===== src/rtl/mips_pkg.sv =====
// ============================================================================
// mips_pkg : shared FSM state type, forwarding selects and forwarding helper
// Revision : 1.0
// ============================================================================
`default_nettype none

package mips_pkg;

    typedef enum logic [1:0] {
        RUN      = 2'd0,
        LD_STALL = 2'd1,
        HOLD     = 2'd2
    } state_e;

    localparam logic [1:0] FWD_REG    = 2'b00;
    localparam logic [1:0] FWD_MEM_WB = 2'b01;
    localparam logic [1:0] FWD_EX_MEM = 2'b10;

    // The younger producer (EX/MEM) wins over MEM/WB; $0 is never forwarded.
    function automatic logic [1:0] fwd_sel(
        input logic [4:0] src,
        input logic       exm_we,
        input logic [4:0] exm_dest,
        input logic       mwb_we,
        input logic [4:0] mwb_dest
    );
        if (exm_we && (exm_dest != 5'd0) && (exm_dest == src))
            return FWD_EX_MEM;
        else if (mwb_we && (mwb_dest != 5'd0) && (mwb_dest == src))
            return FWD_MEM_WB;
        else
            return FWD_REG;
    endfunction

endpackage

`default_nettype wire


===== src/rtl/forward_unit.sv =====
// ============================================================================
// forward_unit : combinational EX-stage operand forwarding selects
// Revision : 1.0
// ============================================================================
`default_nettype none

module forward_unit
    import mips_pkg::*;
(
    input  logic [4:0] id_ex_rs,
    input  logic [4:0] id_ex_rt,
    input  logic [4:0] ex_mem_dest,
    input  logic [4:0] mem_wb_dest,
    input  logic       ex_mem_reg_write,
    input  logic       mem_wb_reg_write,
    output logic [1:0] forward_a,
    output logic [1:0] forward_b
);

    assign forward_a = fwd_sel(id_ex_rs, ex_mem_reg_write, ex_mem_dest,
                               mem_wb_reg_write, mem_wb_dest);
    assign forward_b = fwd_sel(id_ex_rt, ex_mem_reg_write, ex_mem_dest,
                               mem_wb_reg_write, mem_wb_dest);

endmodule

`default_nettype wire


===== src/rtl/hazard_ctrl.sv =====
// ============================================================================
// hazard_ctrl : load-use stall, branch flush, freeze handshake and counters
// Revision : 1.0
// ============================================================================
`default_nettype none

module hazard_ctrl
    import mips_pkg::*;
#(
    parameter int LOAD_LATENCY = 1,
    parameter int CNT_W        = 16
) (
    input  logic             clk,
    input  logic             reset,
    input  logic [4:0]       if_id_rs,
    input  logic [4:0]       if_id_rt,
    input  logic             if_id_uses_rt,
    input  logic [4:0]       id_ex_rs,
    input  logic [4:0]       id_ex_rt,
    input  logic             id_ex_mem_read,
    input  logic [4:0]       ex_mem_dest,
    input  logic [4:0]       mem_wb_dest,
    input  logic             ex_mem_reg_write,
    input  logic             mem_wb_reg_write,
    input  logic             branch_taken,
    input  logic             ext_stall_req,
    input  logic             clear_counters,
    output logic             pc_write,
    output logic             if_id_write,
    output logic             id_ex_bubble,
    output logic             flush_if_id,
    output logic             flush_id_ex,
    output logic             flush_ex_mem,
    output logic             pipe_hold,
    output logic             ext_stall_ack,
    output logic [1:0]       forward_a,
    output logic [1:0]       forward_b,
    output logic [1:0]       state,
    output logic [CNT_W-1:0] stall_cycles,
    output logic [CNT_W-1:0] flush_events
);

    localparam logic [3:0]       LD_EXTRA = 4'(LOAD_LATENCY - 1);
    localparam logic [CNT_W-1:0] CNT_ONE  = {{(CNT_W-1){1'b0}}, 1'b1};

    state_e           state_q, state_d;
    logic [3:0]       remain_q, remain_d;
    logic [CNT_W-1:0] stall_q, stall_d;
    logic [CNT_W-1:0] flush_q, flush_d;
    logic             load_use;
    logic             do_flush;

    forward_unit u_forward_unit (
        .id_ex_rs         (id_ex_rs),
        .id_ex_rt         (id_ex_rt),
        .ex_mem_dest      (ex_mem_dest),
        .mem_wb_dest      (mem_wb_dest),
        .ex_mem_reg_write (ex_mem_reg_write),
        .mem_wb_reg_write (mem_wb_reg_write),
        .forward_a        (forward_a),
        .forward_b        (forward_b)
    );

    assign load_use = id_ex_mem_read && (id_ex_rt != 5'd0) &&
                      ((id_ex_rt == if_id_rs) || (if_id_uses_rt && (id_ex_rt == if_id_rt)));

    always_comb begin
        state_d       = state_q;
        remain_d      = remain_q;
        pc_write      = 1'b1;
        if_id_write   = 1'b1;
        id_ex_bubble  = 1'b0;
        do_flush      = 1'b0;
        pipe_hold     = 1'b0;
        ext_stall_ack = 1'b0;
        // Outputs are forced to their idle values while reset is held.
        if (reset) begin
            case (state_q)
                RUN: begin
                    if (branch_taken) begin
                        do_flush = 1'b1;
                    end else if (load_use) begin
                        pc_write     = 1'b0;
                        if_id_write  = 1'b0;
                        id_ex_bubble = 1'b1;
                        if (LOAD_LATENCY > 1) begin
                            state_d  = LD_STALL;
                            remain_d = LD_EXTRA;
                        end
                    end else if (ext_stall_req) begin
                        state_d = HOLD;
                    end
                end
                LD_STALL: begin
                    if (branch_taken) begin
                        do_flush = 1'b1;
                        state_d  = RUN;
                        remain_d = 4'd0;
                    end else begin
                        pc_write     = 1'b0;
                        if_id_write  = 1'b0;
                        id_ex_bubble = 1'b1;
                        if (remain_q <= 4'd1) begin
                            state_d  = RUN;
                            remain_d = 4'd0;
                        end else begin
                            remain_d = remain_q - 4'd1;
                        end
                    end
                end
                HOLD: begin
                    pipe_hold     = 1'b1;
                    ext_stall_ack = 1'b1;
                    pc_write      = 1'b0;
                    if_id_write   = 1'b0;
                    if (!ext_stall_req) state_d = RUN;
                end
                default: begin
                    state_d  = RUN;
                    remain_d = 4'd0;
                end
            endcase
        end
    end

    assign flush_if_id  = do_flush;
    assign flush_id_ex  = do_flush;
    assign flush_ex_mem = do_flush;

    always_comb begin
        stall_d = stall_q;
        flush_d = flush_q;
        if (clear_counters) begin
            stall_d = '0;
            flush_d = '0;
        end else begin
            if (!pc_write && (stall_q != '1)) stall_d = stall_q + CNT_ONE;
            if (do_flush && (flush_q != '1))  flush_d = flush_q + CNT_ONE;
        end
    end

    always_ff @(posedge clk or negedge reset) begin
        if (!reset) begin
            state_q  <= RUN;
            remain_q <= 4'd0;
            stall_q  <= '0;
            flush_q  <= '0;
        end else begin
            state_q  <= state_d;
            remain_q <= remain_d;
            stall_q  <= stall_d;
            flush_q  <= flush_d;
        end
    end

    assign state        = state_q;
    assign stall_cycles = stall_q;
    assign flush_events = flush_q;

endmodule

`default_nettype wire


===== config.mk =====
export PLATFORM = sky130hd
export DESIGN_NAME = hazard_ctrl
export DESIGN_NICKNAME = d
export VERILOG_FILES = /design/src/rtl/mips_pkg.sv /design/src/rtl/forward_unit.sv /design/src/rtl/hazard_ctrl.sv
export SDC_FILE = /design/constraint.sdc
export NUM_CORES = 1
export LEC_CHECK = 0
export ABC_CLOCK_PERIOD_IN_PS = 2400
export BUFFER_PORTS_ARGS = -buffer_cell sky130_fd_sc_hd__buf_2
export CAP_MARGIN = 10
export CORE_MARGIN = 2
export CORE_UTILIZATION = 30
export CTS_CLUSTER_DIAMETER = 50
export CTS_CLUSTER_SIZE = 14
export DETAILED_ROUTE_END_ITERATION = 8
export GPL_TIMING_DRIVEN = 0
export RECOVER_POWER = 25
export SYNTH_ARGS = -nofsm -noshare
export SYNTH_HDL_FRONTEND = slang
export SYNTH_HIERARCHICAL = 1
export SYNTH_SLANG_ARGS = --single-unit

===== constraint.sdc =====
create_clock -name clk -period 2.4 [get_ports clk]
set_clock_uncertainty 0.1 [all_clocks]
set_input_delay 0.24 -clock clk [delete_from_list [all_inputs] [get_ports clk]]
set_output_delay 0.24 -clock clk [all_outputs]
set_load 0.01 [all_outputs]

# Word level (Yosys, flattened, before mapping)
# Cells that the tools add are included.
# word_totals
register_bits	38
output_inout_bits	46
wordCells	79
# classes
addsub	3
n_lt_le_gt_ge	1
eq_ne	15
n_mux	32
bitwise_logic	1
reduce_logical	23
# op_table
op	n
16-bit two-way mux	4
16-bit by 1-bit adder with 16-bit output, second input constant	2
16-bit != test, second input constant	2
5-bit equality test	6
2-bit two-way mux	8
5-bit nonzero test	3
1-bit two-way mux	14
1-bit logical AND	11
4-bit two-way mux	2
2-bit != test, second input constant	4
4-bit one-hot mux with 2 select lines	1
2-bit one-hot mux with 3 select lines	1
6-bit AND reduction	1
4-bit by 1-bit less-or-equal comparator with 1-bit output, second input constant	1
2-bit nonzero test	2
2-bit OR reduction	2
4-bit by 1-bit subtractor with 4-bit output, second input constant	1
3-bit != test, second input constant	1
1-bit one-hot mux with 3 select lines	1
2-bit by 1-bit equality test with 1-bit output, second input constant	1
2-bit equality test, second input constant	1
2-bit zero test	1
1-bit one-hot mux with 2 select lines	1
2-bit AND reduction	1
3 further kinds	3

# Longest topological paths before layout
# Gate-level depths: netlist of the first run.
# logic_depth
depth_word	12
depth_mapped	9
depth_no_buf	7

# Modules after synthesis
# The synthesis of the first run kept the hierarchy.
# modules_own_cells
module	n_inst	cells_per_inst	area_each_um2
hazard_ctrl	1	209	1908.1
forward_unit	1	34	257.7

# Worst setup path after synthesis of the first run
# No wires, ideal clock.
# synth_timing
path_type	register to register
from	register stall_q[0] (netlist: stall_cycles[0])
to	register stall_q[15] (netlist: stall_cycles[15])
setup_ps	78
arrival_time_ps	1929
setup_slack_ps	293
path_stages_with_launch	9
path_buffers	2
synth_period_minus_slack_ps	2107
path_cell_list	dfrtp_1 -> ha_1 -> and4_4 -> buf_6 -> a31oi_1 -> a32oi_2 -> buf_6 -> or3_1 -> a21oi_1
# synth_between
elab_chain_cells	3
word_cells_on_any_way	6
# synth_rtl
element	line_no	text
start: declaration	hazard_ctrl.sv:48	logic [CNT_W-1:0] stall_q, stall_d;
start signal: assignment	hazard_ctrl.sv:151	stall_q <= stall_d;
16-bit by 1-bit adder with 16-bit output or 16-bit != test (tied branches)	hazard_ctrl.sv:137	if (!pc_write && (stall_q != '1)) stall_d = stall_q + CNT_ONE;
16-bit two-way mux or 1-bit logical AND (tied branches)	hazard_ctrl.sv:137	
16-bit two-way mux or 2-bit nonzero test (tied branches)	-	
# Several ways; a longest one is shown, not always the timed one. The select of a mux whose other input is x is not followed.
# A chain may end at the register's enable or synchronous reset.

# Final worst setup path of the first run
# layout_timing
from	register stall_q[0] (netlist: stall_cycles[0])
to	register stall_q[4] (netlist: stall_cycles[4])
# Same word-level chain as after synthesis.

==> results of run 1 <==
layout by cell type, fill, tap and decap left out, types with 10 or more instances in the layout:
master	count
sky130_fd_sc_hd__dfrtp_1	33
sky130_fd_sc_hd__nand2_1	14
sky130_fd_sc_hd__a21oi_1	18
sky130_fd_sc_hd__nand3_1	17
sky130_fd_sc_hd__xnor2_1	31
sky130_fd_sc_hd__o21ai_1	10
sky130_fd_sc_hd__buf_2	82
sky130_fd_sc_hd__nor2_1	19
sky130_fd_sc_hd__xor2_1	13
sky130_fd_sc_hd__or3_1	16
final timing paths:
check                                startpoint               end  slack, ns  depth (start not counted)
worst min-delay path             clear_counters   stall_cycles[3]       0.08                          2
min in group asynchronous                 reset  flush_events[11]       0.81                          3
worst max register to register  stall_cycles[0]   stall_cycles[4]       0.17                          8
worst min register to register  flush_events[5]   flush_events[5]       0.47                          2
worst max-delay path            stall_cycles[0]   stall_cycles[4]       0.17                          8
max in group asynchronous                 reset   stall_cycles[7]       0.84                          3
critical path, stage by stage, from the launching register on:
cell	delay, ns
sky130_fd_sc_hd__dfrtp_1	0.43
sky130_fd_sc_hd__ha_1	0.26
sky130_fd_sc_hd__and4_4	0.19
sky130_fd_sc_hd__buf_6	0.12
sky130_fd_sc_hd__a31oi_1	0.19
sky130_fd_sc_hd__a32oi_2	0.17
sky130_fd_sc_hd__buf_6	0.18
sky130_fd_sc_hd__or3_1	0.35
sky130_fd_sc_hd__a21oi_1	0.15
flip-flops by register name, indices dropped and copies added, names as in the netlist:
signal        count
state             1
flush_events     16
stall_cycles     16
through the flow:
step	instance area, um^2	util, %	setup TNS, ns	hold slack (ns)	setup WS, ns
final	2810	40.6	0	0.0766	0.168
after CTS	2820	40.8	0	0.0675	0.0798
after floorplan	2170	-	0	-0.156	0.293
after global placement	2700	39.1	-0.359	0.292	-0.178
after global routing	2810	40.6	0	0.0831	0.0373
after detailed placement	2700	39.1	-0.447	0.294	-0.201
cells by family (layout without fill, tap and decap cells):
logic type,count (synthesis),in the layout
buffers and inverters,16,108
other,1,1
multiplexers,2,2
AO/OA/AOI/OAI,40,40
flip-flops,33,33
adder cells (fa/ha/maj),2,2
AND/OR/NAND/NOR,105,105
XOR/XNOR,44,44
where the power goes:
| group | total, mW | switching, mW | internal, mW |
|---|---|---|---|
| clock network | 0.432 | 0.205 | 0.228 |
| registers | 0.571 | 0.00848 | 0.563 |
| logic | 0.224 | 0.121 | 0.102 |
metal layers:
layer / vias to the layer above / GRT usage (%)
met4: 0 / 4.07
met5: - / 0
li1: 1041 / -
met3: 4 / 2.86
met2: 71 / 26.6
met1: 1010 / 19.6
area by class of cell:
cell class | count | area, um^2 | area share, %
inverter | 4 | 15.0 | 0.535
multi-input combinational | 194 | 1230 | 43.7
clock buffer | 7 | 86.3 | 3.08
tap | 96 | 120 | 4.28
timing repair buffer | 85 | 429 | 15.3
sequential | 33 | 826 | 29.4
buffer | 12 | 103 | 3.66
timing repair:
| item | CTS | global route |
|---|---|---|
| hold endpoints to repair | 33 | 0 |
| resized for setup | 0 | 1 |
| endpoints found under the setup margin | 0 | 2 |
| buffers inserted | 0 | 0 |
| hold buffers | 2 | 0 |
==> summary.log, run 1 <==
qor: outcome.run_status finished, final reports clean
qor: cts.cts_sinks 33
qor: power.cellLeakagePower 1.29 nW
qor: floorplanning.i_o_pin_total 85
qor: yosys.yosys.area.top_type sky130_fd_sc_hd__dfrtp_1
qor: cts.clk_root_buf sky130_fd_sc_hd__clkbuf_8
qor: cts.clockBufferDepth 2
qor: hold_path.hold_class input port to flop
qor: sta.timing.final.setup_violations 0
qor: yosys.netlist_instances 243
qor: floorplanning.die_h 89.0 um
qor: yosys.synthMostInstantiatedCell sky130_fd_sc_hd__dfrtp_1
qor: drt.detailedRoute.firstIterationViolations 68
qor: floorplanning.floorplan.initialDensity 31.4%
qor: drt.via_per_inst 4.93
qor: drt.route.detailed.wl_per_inst 14.0 um
qor: grt.total_routing_usage_reported_by_global_routing 15.3%
qor: yosys.main_combinational_cell_family_by_area_after_synthesis simple AND/OR/NAND/NOR gates
qor: floorplanning.placeableCoreArea 0.00691 mm^2
qor: placement.dp.cells 422
qor: yosys.synth-edff-count 0
qor: drt.remaining_drc_errors 0
qor: final_layout.area_growth_syn_to_layout 29.5%
qor: cts.clock_buffers_created_by_tritoncts 5
qor: yosys.arithmetic_cell_share_of_the_synthesized_area_counting_full_adders_half_adders_and_majority_gates 1.16%
qor: sta.report.final.hold_viol_count 0
qor: yosys.syn_area 0.00217 mm^2
qor: yosys.synthXorXnorAreaFrac 17.8%
qor: placement.dp.final_hpwl 4.44 mm
qor: drt.ant_nets 0
qor: sta.final.period_utilization 93.0%
qor: yosys.yosys-top-cells-area sky130_fd_sc_hd__dfrtp_1, sky130_fd_sc_hd__xnor2_1, sky130_fd_sc_hd__xor2_1
qor: drt.dr.pass1.iters 4
qor: yosys.postSynthAreaPerCell 8.91 um^2
qor: setup_path.timing.critical_path.from_type flop
qor: yosys.post-synth-top-area-fraction 38.1%
qor: grt.via_count_of_the_first_global_routing_pass 2006
qor: drt.routed_wire_length 6.02 mm
qor: power.power.ir.vdd_worst 0.304 mV
qor: setup_path.worstPathMaxFanout 10
qor: yosys.number_of_storage_elements_in_the_synthesis_netlist 33
qor: yosys.postSynth.topFlopCell sky130_fd_sc_hd__dfrtp_1
qor: grt.initial_antenna_violation_count 0
qor: drt.detailroute.wirelength.met3 410 um
qor: drt.met1_length 2.72 mm
qor: placement.place.gp.congestion 0.782
qor: final_layout.layout.cells.non_filler 431
qor: power.power.density 437 mW/mm^2
qor: placement.place.port_buffers 83
qor: floorplanning.fp.dieArea 0.00791 mm^2
qor: grt.pin_count_of_the_biggest_net_entering_global_routing 34
qor: final_layout.final_stage_net_count 376
qor: cts.clk-insertion-delay-late 0.28 ns
qor: run.count_of_max_cap_constraint_violations 0
qor: yosys.synth-seq-area-share 38.1%
qor: final_layout.antenna_cells_inserted 0
qor: power.power.total 1.23 mW
qor: cts.tritoncts yes
qor: drt.route.vias.total 2126
qor: floorplanning.std_cell_rows 30
qor: yosys.yosys.area_share.simple 26.3%
qor: yosys.asyncSetResetFlopFracSynth 100%
qor: yosys.synth.distinct_cells 36
qor: drt.dr.max_layer_used met4
qor: final_layout.layout.filler_cells 742
qor: sta.min_period 2.23 ns
qor: yosys.yosys_warnings 6
qor: grt.global_route_wire_length_before_repair 9.46 mm
qor: yosys.ys_top_cells_by_count sky130_fd_sc_hd__dfrtp_1, sky130_fd_sc_hd__xnor2_1, sky130_fd_sc_hd__a21oi_1, sky130_fd_sc_hd__nor2_1, sky130_fd_sc_hd__nand3_1
qor: final_layout.drive_above_1_share 30.7%
qor: sta.finalMaxSlewViolations 0
qor: floorplanning.die_w 89.0 um
qor: sta.rsz0062_at_grt no
qor: setup_path.timing.critical_path.arrival 2.33 ns
qor: grt.grt_overflow_total 0
qor: setup_path.critical_path.endpoint_type flop
qor: setup_path.cp_data_required_time 2.50 ns
qor: cts.clk_transition_reported_paths 0.07 ns
qor: setup_path.critPathKind flop to flop
qor: yosys.synthesis.nets 284
qor: yosys.synth-compound-area-share 10.1%
qor: yosys.muxShareOfSynthArea 0.924%
qor: sta.slew-limit-headroom 42.6%
qor: drt.route.met2.wl 2.84 mm
qor: cts.clock_tree.htree_level_count 2
qor: sta.worst_slew_pin_slew 0.861 ns
qor: sta.fmax 0.448 GHz
Power figures use the tool's default switching activity.
==> run 2, diff against run 1 <==
--- a/config.mk
+++ b/config.mk
@@ -17,2 +17,3 @@
 export RECOVER_POWER = 25
+export REMOVE_ABC_BUFFERS = 1
 export SYNTH_ARGS = -nofsm -noshare
--- a/constraint.sdc
+++ b/constraint.sdc
@@ -4,2 +4,2 @@
 set_output_delay 0.24 -clock clk [all_outputs]
-set_load 0.01 [all_outputs]
+set_load 0.02 [all_outputs]
==> summary.log, run 2 (synthesized netlist as in run 1, its figures left out) <==
qor: sta.rsz0062_at_grt no
qor: power.power.ir.vdd_worst 0.333 mV
qor: cts.clock_buffers_created_by_tritoncts 5
qor: floorplanning.placeableCoreArea 0.00691 mm^2
qor: cts.clk_root_buf sky130_fd_sc_hd__clkbuf_8
qor: cts.clk_transition_reported_paths 0.07 ns
qor: grt.via_count_of_the_first_global_routing_pass 1981
qor: sta.timing.final.setup_violations 0
qor: final_layout.area_growth_syn_to_layout 29.0%
qor: final_layout.layout.cells.non_filler 423
qor: placement.dp.final_hpwl 4.27 mm
qor: setup_path.timing.critical_path.arrival 2.35 ns
qor: sta.min_period 2.24 ns
qor: cts.tritoncts yes
qor: setup_path.timing.critical_path.from_type flop
qor: cts.clk-insertion-delay-late 0.28 ns
qor: setup_path.timing.reg2reg.setup_slack 0.16 ns
qor: placement.place.port_buffers 83
qor: grt.grt_overflow_total 0
qor: floorplanning.std_cell_rows 30
qor: final_layout.drive_above_1_share 30.3%
qor: grt.total_routing_usage_reported_by_global_routing 14.3%
qor: drt.routed_wire_length 6.16 mm
qor: cts.clockBufferDepth 2
qor: sta.slew-limit-headroom 44.0%
qor: setup_path.cp_data_required_time 2.50 ns
qor: setup_path.critical-path-slowest-cell sky130_fd_sc_hd__dfrtp_1
qor: hold_path.hold_class input port to flop
qor: floorplanning.fp.dieArea 0.00791 mm^2
qor: final_layout.layout.cell_area.non_filler 0.00279 mm^2
qor: grt.pin_count_of_the_biggest_net_entering_global_routing 34
qor: placement.place.gp.congestion 0.802
qor: sta.worst_slew_pin_slew 0.841 ns
qor: placement.dp.cells 410
qor: sta.final.period_utilization 93.5%
qor: final_layout.final_stage_net_count 367
qor: drt.detailedRoute.firstIterationViolations 63
qor: drt.via_per_inst 5.10
qor: grt.initial_antenna_violation_count 0
qor: cts.clock_tree.htree_level_count 2
qor: sta.fmax 0.446 GHz
qor: run.count_of_max_cap_constraint_violations 0
qor: sta.finalMaxSlewViolations 0
qor: grt.global_route_wire_length_before_repair 8.89 mm
qor: floorplanning.floorplan.initialDensity 31.4%
qor: setup_path.critical_path.endpoint_type flop
qor: final_layout.mostFrequentLayoutCell sky130_fd_sc_hd__buf_2
qor: floorplanning.die_h 89.0 um
qor: setup_path.critPathMaxStageDelay 0.43 ns
qor: final_layout.mostFrequentLayoutCells sky130_fd_sc_hd__buf_2, sky130_fd_sc_hd__dfrtp_1, sky130_fd_sc_hd__xnor2_1
qor: drt.remaining_drc_errors 0
qor: setup_path.crit_chain ha_1 > and4_4 > a31oi_4 > a32oi_4 > buf_12 > or3_1 > a21oi_1
qor: sta.report.final.hold_viol_count 0
qor: cts.cts_sinks 33
qor: drt.route.detailed.wl_per_inst 14.6 um
qor: power.cellLeakagePower 1.24 nW
qor: placement.detailed_place.area 0.00260 mm^2
qor: drt.route.vias.total 2156
qor: final_layout.antenna_cells_inserted 0
qor: sta.post_route_setup_tns 0 ns
qor: power.power.density 434 mW/mm^2
qor: outcome.run_status finished, final reports clean
qor: floorplanning.die_w 89.0 um
qor: drt.dr.pass1.iters 4
qor: setup_path.critPathKind flop to flop
qor: floorplanning.i_o_pin_total 85
qor: setup_path.worstPathMaxFanout 15
qor: drt.ant_nets 0
## run 2: final cells by class
cell class	instances	area, um^2
Fill cell	748	4110
Multi-Input combinational cell	196	1300
Sequential cell	33	826
Timing Repair Buffer	86	450
Tap cell	96	120
Clock buffer	8	80.1
Inverter	4	15.0
## run 2: routing by layer
metal	vias to the layer above	share of wire [%]	wire [um]	GRT usage, %
met3	7	6.4	391	3.05
met1	1036	44	2690	16.6
met2	78	49	3000	25.8
met4	0	1.2	76	5.43
met5	-	0	0	0
li1	1035	-	-	-
## run 2: worst paths after layout
path / from / to / depth (start not counted)
worst max register to register: stall_cycles[0] / stall_cycles[10] / 7
max in group asynchronous: reset / stall_cycles[6] / 3
worst min register to register: flush_events[14] / flush_events[14] / 2
worst min-delay path: ext_stall_req / state[1] / 3
worst max-delay path: stall_cycles[0] / stall_cycles[10] / 7
min in group asynchronous: reset / flush_events[6] / 3
## run 2: metrics by stage
stage | utilization (%) | hold WS [ns] | total power, mW | setup WS, ns
global placement | 37.6 | 0.283 | 0.788 | -0.306
global route | 40.5 | 0.116 | 1.27 | 0.0221
floorplan | - | -0.156 | 0.687 | 0.0817
CTS | 39.4 | 0.0913 | 1.21 | 0.0296
finish | 40.5 | 0.0909 | 1.21 | 0.156
detailed placement | 37.6 | 0.282 | 0.792 | -0.352
## run 2: worst max-delay path: cells and delay by family (launching register included)
kind,cells,cell delay (ns)
AO/OA/AOI/OAI,3,0.61
AND/OR/NAND/NOR,2,0.57
flip-flops,1,0.43
adder cells (fa/ha/maj),1,0.27
buffers and inverters,1,0.18
## run 2: repair_timing
item                                   4_1_cts  5_1_grt
setup buffers                                0        1
setup endpoints to repair                   16       18
endpoints found under the hold margin       33        0
pin swaps                                    0        2
hold buffers                                 2        0
gates cloned                                 0        2
gates resized for setup                      1        5
## run 2: report_power, final
group	internal, mW	leakage [nW]	switching [mW]
Combinational	0.0956	0.746	0.139
Clock	0.206	0.0395	0.200
Sequential	0.563	0.458	0.00811
